### config.mk
export PLATFORM = sky130hd
export DESIGN_NAME = display_scanner_flat
export DESIGN_NICKNAME = d
export VERILOG_FILES = /design/src/rtl/display_scanner_if.sv /design/src/rtl/display_scanner.sv /design/src/flat_wrapper.sv
export SDC_FILE = /design/constraint.sdc
export NUM_CORES = 1
export LEC_CHECK = 0
export CAP_MARGIN = 30
export CORE_MARGIN = 2
export CORE_UTILIZATION = 25
export DETAILED_ROUTE_END_ITERATION = 12
export GPL_ROUTABILITY_DRIVEN = 0
export PLACE_DENSITY = 0.46
export SLEW_MARGIN = 0
export SYNTH_ARGS = -nofsm -noshare
export SYNTH_HDL_FRONTEND = slang
export SYNTH_SLANG_ARGS = --single-unit
### constraint.sdc
create_clock -name clk -period 2.9 [get_ports clk]
set_input_delay 0.58 -clock clk [delete_from_list [all_inputs] [get_ports clk]]
set_output_delay 0.58 -clock clk [all_outputs]
set_load 0.05 [all_outputs]
### src/rtl/display_scanner_if.sv
// Bundle between a display scanner and its driver: scan enable, the
// multi-device field bus, and the multiplexed segment/anode/frame outputs.
interface display_scanner_if #(
  parameter int DEVICE_WIDTH   = 2,
  parameter int ENCODING_WIDTH = 7
);
  localparam int DEVICE_NUM = 2 ** DEVICE_WIDTH;
  localparam int FIELD_W    = ENCODING_WIDTH + 1;

  logic                            enable;
  logic [FIELD_W*DEVICE_NUM-1:0]   displays_flattened;
  logic [FIELD_W-1:0]              segments;
  logic [DEVICE_NUM-1:0]           anodes;
  logic                            frame_start;

  modport master (
    output enable, displays_flattened,
    input  segments, anodes, frame_start
  );

  modport slave (
    input  enable, displays_flattened,
    output segments, anodes, frame_start
  );
endinterface

### src/rtl/display_scanner.sv
// Time-multiplexes DEVICE_NUM {dot, segment} fields onto one common-anode bank,
// with a per-slot blanking gap and a once-per-frame snapshot of the input bus.
module display_scanner #(
  parameter int DEVICE_WIDTH   = 2,
  parameter int ENCODING_WIDTH = 7,
  parameter int REFRESH_DIV    = 50000,
  parameter int BLANK_CYCLES   = 500,
  parameter int AN_ACTIVE_LOW  = 1
) (
  input  logic               clk,
  input  logic               rst,
  display_scanner_if.slave   bus
);
  localparam int DEVICE_NUM = 2 ** DEVICE_WIDTH;
  localparam int FIELD_W    = ENCODING_WIDTH + 1;
  localparam int BUS_W      = FIELD_W * DEVICE_NUM;
  localparam int CNT_W      = (REFRESH_DIV > 1) ? $clog2(REFRESH_DIV) : 1;

  localparam logic [CNT_W-1:0]        CNT_LAST   = CNT_W'(REFRESH_DIV - 1);
  localparam logic [DEVICE_WIDTH-1:0] DIGIT_LAST = {DEVICE_WIDTH{1'b1}};
  localparam logic [DEVICE_NUM-1:0]   AN_OFF     = {DEVICE_NUM{AN_ACTIVE_LOW != 0}};

  logic [CNT_W-1:0]        cnt_q, cnt_d;
  logic [DEVICE_WIDTH-1:0] digit_q, digit_d;
  logic [BUS_W-1:0]        snap_q, snap_d;
  logic                    run_q, run_d;
  logic [FIELD_W-1:0]      seg_q, seg_d;
  logic [DEVICE_NUM-1:0]   an_q, an_d;
  logic                    fs_q, fs_d;
  logic                    frame_go;

  function automatic logic [DEVICE_NUM-1:0] anode_sel(input logic [DEVICE_WIDTH-1:0] d);
    logic [DEVICE_NUM-1:0] onehot;
    onehot    = '0;
    onehot[d] = 1'b1;
    return (AN_ACTIVE_LOW != 0) ? ~onehot : onehot;
  endfunction

  always_comb begin
    frame_go = bus.enable && (!run_q || (cnt_q == CNT_LAST && digit_q == DIGIT_LAST));
    cnt_d    = cnt_q;
    digit_d  = digit_q;
    snap_d   = snap_q;
    run_d    = run_q;
    seg_d    = '1;
    an_d     = AN_OFF;
    fs_d     = 1'b0;

    if (!bus.enable) begin
      cnt_d   = '0;
      digit_d = '0;
      run_d   = 1'b0;
    end else begin
      if (frame_go) begin
        snap_d  = bus.displays_flattened;
        run_d   = 1'b1;
        cnt_d   = '0;
        digit_d = '0;
        fs_d    = 1'b1;
      end else if (cnt_q == CNT_LAST) begin
        cnt_d   = '0;
        digit_d = digit_q + 1'b1;
      end else begin
        cnt_d   = cnt_q + 1'b1;
      end

      // Outputs are decoded from next state so they line up with the slot counter.
      if (int'(cnt_d) >= BLANK_CYCLES) begin
        seg_d = snap_d[digit_d*FIELD_W +: FIELD_W];
        an_d  = anode_sel(digit_d);
      end
    end
  end

  always_ff @(posedge clk) begin
    if (!rst) begin
      cnt_q   <= '0;
      digit_q <= '0;
      snap_q  <= '1;
      run_q   <= 1'b0;
      seg_q   <= '1;
      an_q    <= AN_OFF;
      fs_q    <= 1'b0;
    end else begin
      cnt_q   <= cnt_d;
      digit_q <= digit_d;
      snap_q  <= snap_d;
      run_q   <= run_d;
      seg_q   <= seg_d;
      an_q    <= an_d;
      fs_q    <= fs_d;
    end
  end

  assign bus.segments    = seg_q;
  assign bus.anodes      = an_q;
  assign bus.frame_start = fs_q;
endmodule
### src/flat_wrapper.sv
// flat-port wrapper written by rule: the top's interface ports become plain ports
module display_scanner_flat 
#(
  parameter int DEVICE_WIDTH   = 2,
  parameter int ENCODING_WIDTH = 7,
  parameter int REFRESH_DIV    = 50000,
  parameter int BLANK_CYCLES   = 500,
  parameter int AN_ACTIVE_LOW  = 1
)
  (clk, rst, bus_enable, bus_displays_flattened, bus_segments, bus_anodes, bus_frame_start);
  display_scanner_if #(.DEVICE_WIDTH(DEVICE_WIDTH), .ENCODING_WIDTH(ENCODING_WIDTH)) bus_i ();
  input  logic clk;
  input  logic rst;
  input wire logic [$bits(bus_i.enable)-1:0] bus_enable;
  input wire logic [$bits(bus_i.displays_flattened)-1:0] bus_displays_flattened;
  output wire logic [$bits(bus_i.segments)-1:0] bus_segments;
  output wire logic [$bits(bus_i.anodes)-1:0] bus_anodes;
  output wire logic [$bits(bus_i.frame_start)-1:0] bus_frame_start;
  assign bus_i.enable = bus_enable;
  assign bus_i.displays_flattened = bus_displays_flattened;
  assign bus_segments = bus_i.segments;
  assign bus_anodes = bus_i.anodes;
  assign bus_frame_start = bus_i.frame_start;
  display_scanner #(.DEVICE_WIDTH(DEVICE_WIDTH), .ENCODING_WIDTH(ENCODING_WIDTH), .REFRESH_DIV(REFRESH_DIV), .BLANK_CYCLES(BLANK_CYCLES), .AN_ACTIVE_LOW(AN_ACTIVE_LOW)) u_core (.clk(clk), .rst(rst), .bus(bus_i));
endmodule
After elaboration in Yosys (flattened, before gate mapping)

Cells that the tools add are included.

Flip-flop bits (word level): 64
Input bits: 35
Word-level logic and storage cells: 34

Bitwise logic cells: 1
Eq/ne operators: 2
Shift-type cells: 1
Reductions and logical operators: 7
Muxes and demuxes: 11
Add/sub/neg operators: 2
Order comparisons: 3

Operator list:

| operator                                                           | count |
|---|---|
| 2-to-1 mux 32 bit                                                  | 2 |
| 2-to-1 mux 16 bit                                                  | 3 |
| variable part select 32 x 6 -> 8 bit                               | 1 |
| adder 16 x 1 -> 16 bit, second input constant                      | 1 |
| equality test 16 bit, second input constant                        | 1 |
| greater-or-equal comparator 16 x 9 -> 1 bit, second input constant | 1 |
| 2-to-1 mux 2 bit                                                   | 3 |
| NOT 4 bit                                                          | 1 |
| logical AND 1 bit                                                  | 3 |
| < comparator 2 x 3 -> 1 bit, second input constant                 | 1 |
| AND reduction 3 bit                                                | 1 |
| adder 2 x 1 -> 2 bit, second input constant                        | 1 |
| demux 1 bit (select 2 bit)                                         | 1 |
| equality test 2 bit, second input constant                         | 1 |
| greater-or-equal comparator 2 x 1 -> 1 bit, second input constant  | 1 |
| 2-to-1 mux 1 bit                                                   | 2 |
| AND reduction 2 bit                                                | 1 |
| logical NOT 1 bit                                                  | 1 |
| logical OR 1 bit                                                   | 1 |

Logic depth before layout (Yosys ltp)

Gate-level depths: netlist (run 1).

Depth after elaboration: 11
Mapped depth: 10

Least setup slack after synthesis (run 1)

OpenSTA, ideal clock, no wires.

Path type: reg2reg
From: reg u_core.cnt_q[0]
To: reg u_core.seg_q[1] (netlist: u_core.bus.segments[1])
Path slack: 464 ps
Stages on the path, launching flop included: 10
Arrival time: 2301 ps
Library setup time: 135 ps
Buffers on the path: 2
Period minus slack after synthesis: 2436 ps
Path through: dfxtp_1 > ha_1 > clkbuf_1 > nand3_1 > or4_1 > buf_2 > nand2_1 > o22ai_1 > a2111oi_0 > o22ai_1

Longest elaborated chain between the ends: 8

RTL lines:

| element                                                                        | RTL line              | source |
|---|---|---|
| start, declared                                                                | display_scanner.sv:23 | `logic [CNT_W-1:0] cnt_q, cnt_d;` |
| start signal, assigned                                                         | display_scanner.sv:85 | `cnt_q <= cnt_d;` |
| parallel branches: the longest is 8 deep, another holds adder 16 x 1 -> 16 bit | --                    |  |
| end signal, assigned                                                           | display_scanner.sv:89 | `seg_q <= seg_d;` |
| end, declared                                                                  | display_scanner.sv:27 | `logic [FIELD_W-1:0] seg_q, seg_d;` |

Several ways; the timed one is not identified. The select of a mux whose other input is x is not followed.
A chain may end at the register's enable or synchronous reset.

Worst setup path after layout (run 1)

From: reg u_core.cnt_q[5]
To: reg u_core.seg_q[4] (netlist: u_core.bus.segments[4])

The elaborated chain is that of the path after synthesis.

==> impl_metrics.sql, run 1 <==
INSERT INTO impl_metrics (metric_group, metric, value, unit) VALUES
('outcome', 'outcome', 'complete, no violations', ''),
('pwr', 'total_power', '2.087', 'mW'),
('synth', 'synth.top_cell.area_share', '0.4151', ''),
('timing', 'finalHoldViolations', '0', ''),
('routing', 'detailedRoute.firstIterationViolations', '142', ''),
('clock_network', 'post_cts_sizing_count', '0', ''),
('routing', 'route.detailed.drc', '0', ''),
('synth', 'seq_area_frac_synth', '0.4151', ''),
('timing', 'final_setup_vio_count', '0', ''),
('floorplan', 'initial_utilization', '0.2570', ''),
('final_layout', 'instances_no_fill', '567', ''),
('clock_network', 'clk_latency', '0.32', 'ns'),
('routing', 'wl_per_cell', '14.08', 'microns'),
('timing', 'worstMarginPinSlew', '0.5486', 'ns'),
('clock_network', 'cts_num_sinks', '64', ''),
('global_route', 'global_route_wire_length_before_repair', '13380', 'microns'),
('clock_network', 'cts.path.max_buffers', '2', ''),
('timing', 'final_max_slew_viol_count', '0', ''),
('synth', 'synth_area_leader', 'sky130_fd_sc_hd__dfxtp_1', ''),
('timing', 'fin_ws', '0.1987', 'ns'),
('timing', 'fin_worst_skew', '0.007014', 'ns'),
('routing', 'via_count', '2739', ''),
('synth', 'yosysMostFrequentCell', 'sky130_fd_sc_hd__dfxtp_1', ''),
('synth', 'number_of_register_bits_inferred_by_synthesis', '64', ''),
('synth', 'synth-edff-count', '0', ''),
('global_route', 'first_global_vias', '2744', ''),
('placed_design', 'placed_cells', '553', ''),
('routing', 'route.final.wire_length', '7986', 'microns'),
('worst_setup_path', 'critical_path_peak_fanout', '9', ''),
('synth', 'synth_flop_cell', 'sky130_fd_sc_hd__dfxtp_1', ''),
('synth', 'synth_cell_type_count', '44', ''),
('synth', 'ys_top_cells_by_count', 'sky130_fd_sc_hd__dfxtp_1, sky130_fd_sc_hd__nand2_1, sky130_fd_sc_hd__nor2_1', ''),
('min_path', 'min-delay-path-class', 'reg2reg', ''),
('timing', 'max_slew_margin', '0.6248', ''),
('pwr', 'worst_ir_drop_vdd', '0.2573', 'mV'),
('placed_design', 'detailedPlacementHpwl', '5749', 'microns'),
('clock_network', 'post_cts_hold_buffer_count', '0', ''),
('pwr', 'p_per_area', '521.5', 'mW/mm^2'),
('clock_network', 'cts_root_buffer', 'sky130_fd_sc_hd__clkbuf_16', ''),
('floorplan', 'core_area', '0.01201', 'sq mm'),
('final_layout', 'final_util', '0.3331', ''),
('clock_network', 'clkTransAtPathRegs', '0.05', 'ns'),
('timing', 'timing.final.crit_period', '2.701', 'ns'),
('synth', 'synth_area_per_cell', '8.298', 'sq um'),
('global_route', 'grt_usage', '0.1297', ''),
('synth', 'asyncSetResetFlopFracSynth', '0', ''),
('routing', 'firstDrtPassIters', '4', ''),
('global_route', 'pin_count_of_the_biggest_net_entering_global_routing', '41', ''),
('final_layout', 'final_layout_size_suffix_gt1_frac', '0.09762', ''),
('flow_run', 'maxCapViolations', '0', ''),
('timing', 'min_period_over_period', '0.9315', ''),
('worst_setup_path', 'worstSetupStartpointType', 'flip-flop', ''),
('synth', 'post_synth_instance_area', '0.003087', 'sq mm'),
('worst_setup_path', 'timing.setup.critical_path_class', 'reg2reg', ''),
('timing', 'setup_total_negative_slack', '0', 'ns'),
('global_route', 'global_route.overflow_total', '0', ''),
('placed_design', 'port_buffers', '47', ''),
('clock_network', 'cts-buffers-inserted', '9', ''),
('synth', 'synth_nets', '409', ''),
('floorplan', 'placementRows', '40', ''),
('routing', 'postRouteAntennaNets', '0', ''),
('clock_network', 'cts.repair_timing.setup_buffer_count', '0', ''),
('placed_design', 'dpl_worst_slack', '0.07986', 'ns'),
('routing', 'detail_route.vias_per_cell', '4.831', ''),
('synth', 'synth_top_cells_by_area', 'sky130_fd_sc_hd__dfxtp_1, sky130_fd_sc_hd__mux2i_1, sky130_fd_sc_hd__nand2_1', ''),
('timing', 'achievable-frequency', '0.3702', 'GHz'),
('floorplan', 'floorplan.die.width', '115.1', 'microns'),
('clock_network', 'cts_tree', 'yes', ''),
('final_layout', 'antennaDiodeCount', '0', ''),
('final_layout', 'area_growth_syn_to_fin', '29.63', '%'),
('synth', 'synth-warning-count', '0', '');
## sequential cells by signal, summed over array words and instances, names as in the netlist
register and count:
u_core.bus.anodes 4, u_core.bus.frame_start 1, u_core.bus.segments 8, u_core.cnt_q 16, u_core.digit_q 2, u_core.run_q 1
u_core.snap_q 32
## cell usage in the layout, fill, tap and decap left out, drive strengths merged, types with 4 or more instances in the layout
cell type,instances
clkdlybuf4s50,47
nand3,36
mux2,7
dfxtp,64
o21ai,13
o22ai,17
nand2,57
mux2i,23
a21oi,4
xor2,6
buf,14
nand2b,6
xnor2,11
inv,4
o31ai,4
clkbuf,14
nor2,46
a2111oi,7
## logic make-up after synthesis
kind of cell | Yosys count | share of synthesized area
AND/OR/NAND/NOR | 172 | 0.2602
XOR/XNOR | 17 | 0.04824
buffers and inverters | 31 | 0.04662
adder cells (fa/ha/maj) | 3 | 0.01135
flip-flops | 64 | 0.4151
multiplexers | 30 | 0.1001
AO/OA/AOI/OAI | 55 | 0.1184
## report_power, final
part           switching, mW  internal, mW
Combinational         0.0782        0.0874
Sequential            0.0245         0.916
Clock                  0.343         0.638
## per-stage QoR
| stage | instance area [sq um] | hold WS (ns) |
|---|---|---|
| after floorplan | 3087 | 0.4320 |
| after global routing | 4001 | 0.4949 |
| after detailed placement | 3721 | 0.4502 |
| final | 4001 | 0.4583 |
| after CTS | 3995 | 0.4627 |
| after global placement | 3714 | 0.4445 |
## layer usage
layer  global-route usage  vias up  part of all wire
li1                     -     1401                 -
met5                    0        -                 0
met2               0.2247       45              0.50
met3              0.04006        9             0.042
met1               0.1558     1284              0.45
met4              0.03454        0            0.0099
## worst paths after layout
path                                  start  cells past startpoint                                end
max              u_core.cnt_q[5]$_SDFF_PN0_                      6  u_core.bus.segments[4]$_SDFF_PN1_
min          u_core.snap_q[16]$_SDFFE_PN1P_                      2     u_core.snap_q[16]$_SDFFE_PN1P_
max reg2reg      u_core.cnt_q[5]$_SDFF_PN0_                      6  u_core.bus.segments[4]$_SDFF_PN1_
min reg2reg  u_core.snap_q[16]$_SDFFE_PN1P_                      2     u_core.snap_q[16]$_SDFFE_PN1P_
## final cells by class
class                      count  area (sq um)
fill                        1311          8010
multi-input combinational    277          1670
sequential                    64          1282
timing repair buffer          61         575.6
clock buffer                  14         274.0
tap                          147         183.9
inverter                       4         15.01
## worst max-delay path, cell delays in order (launching register included)
cell and delay, ns:
sky130_fd_sc_hd__dfxtp_1 0.37, sky130_fd_sc_hd__or4b_4 0.59, sky130_fd_sc_hd__or4_1 0.66, sky130_fd_sc_hd__nand2_2 0.25, sky130_fd_sc_hd__o22ai_1 0.11, sky130_fd_sc_hd__a2111oi_0 0.45, sky130_fd_sc_hd__o22ai_1 0.12
(Power assumes the default switching activity.)
==> inputs of run 2 (changes only) <==
--- a/config.mk
+++ b/config.mk
@@ -10,6 +10,7 @@
 export CORE_UTILIZATION = 25
 export DETAILED_ROUTE_END_ITERATION = 12
 export GPL_ROUTABILITY_DRIVEN = 0
+export GPL_TIMING_DRIVEN = 1
 export PLACE_DENSITY = 0.46
 export SLEW_MARGIN = 0
 export SYNTH_ARGS = -nofsm -noshare
==> results of run 2 <==
Final layout, timing and power as in run 1 (identical DEF).
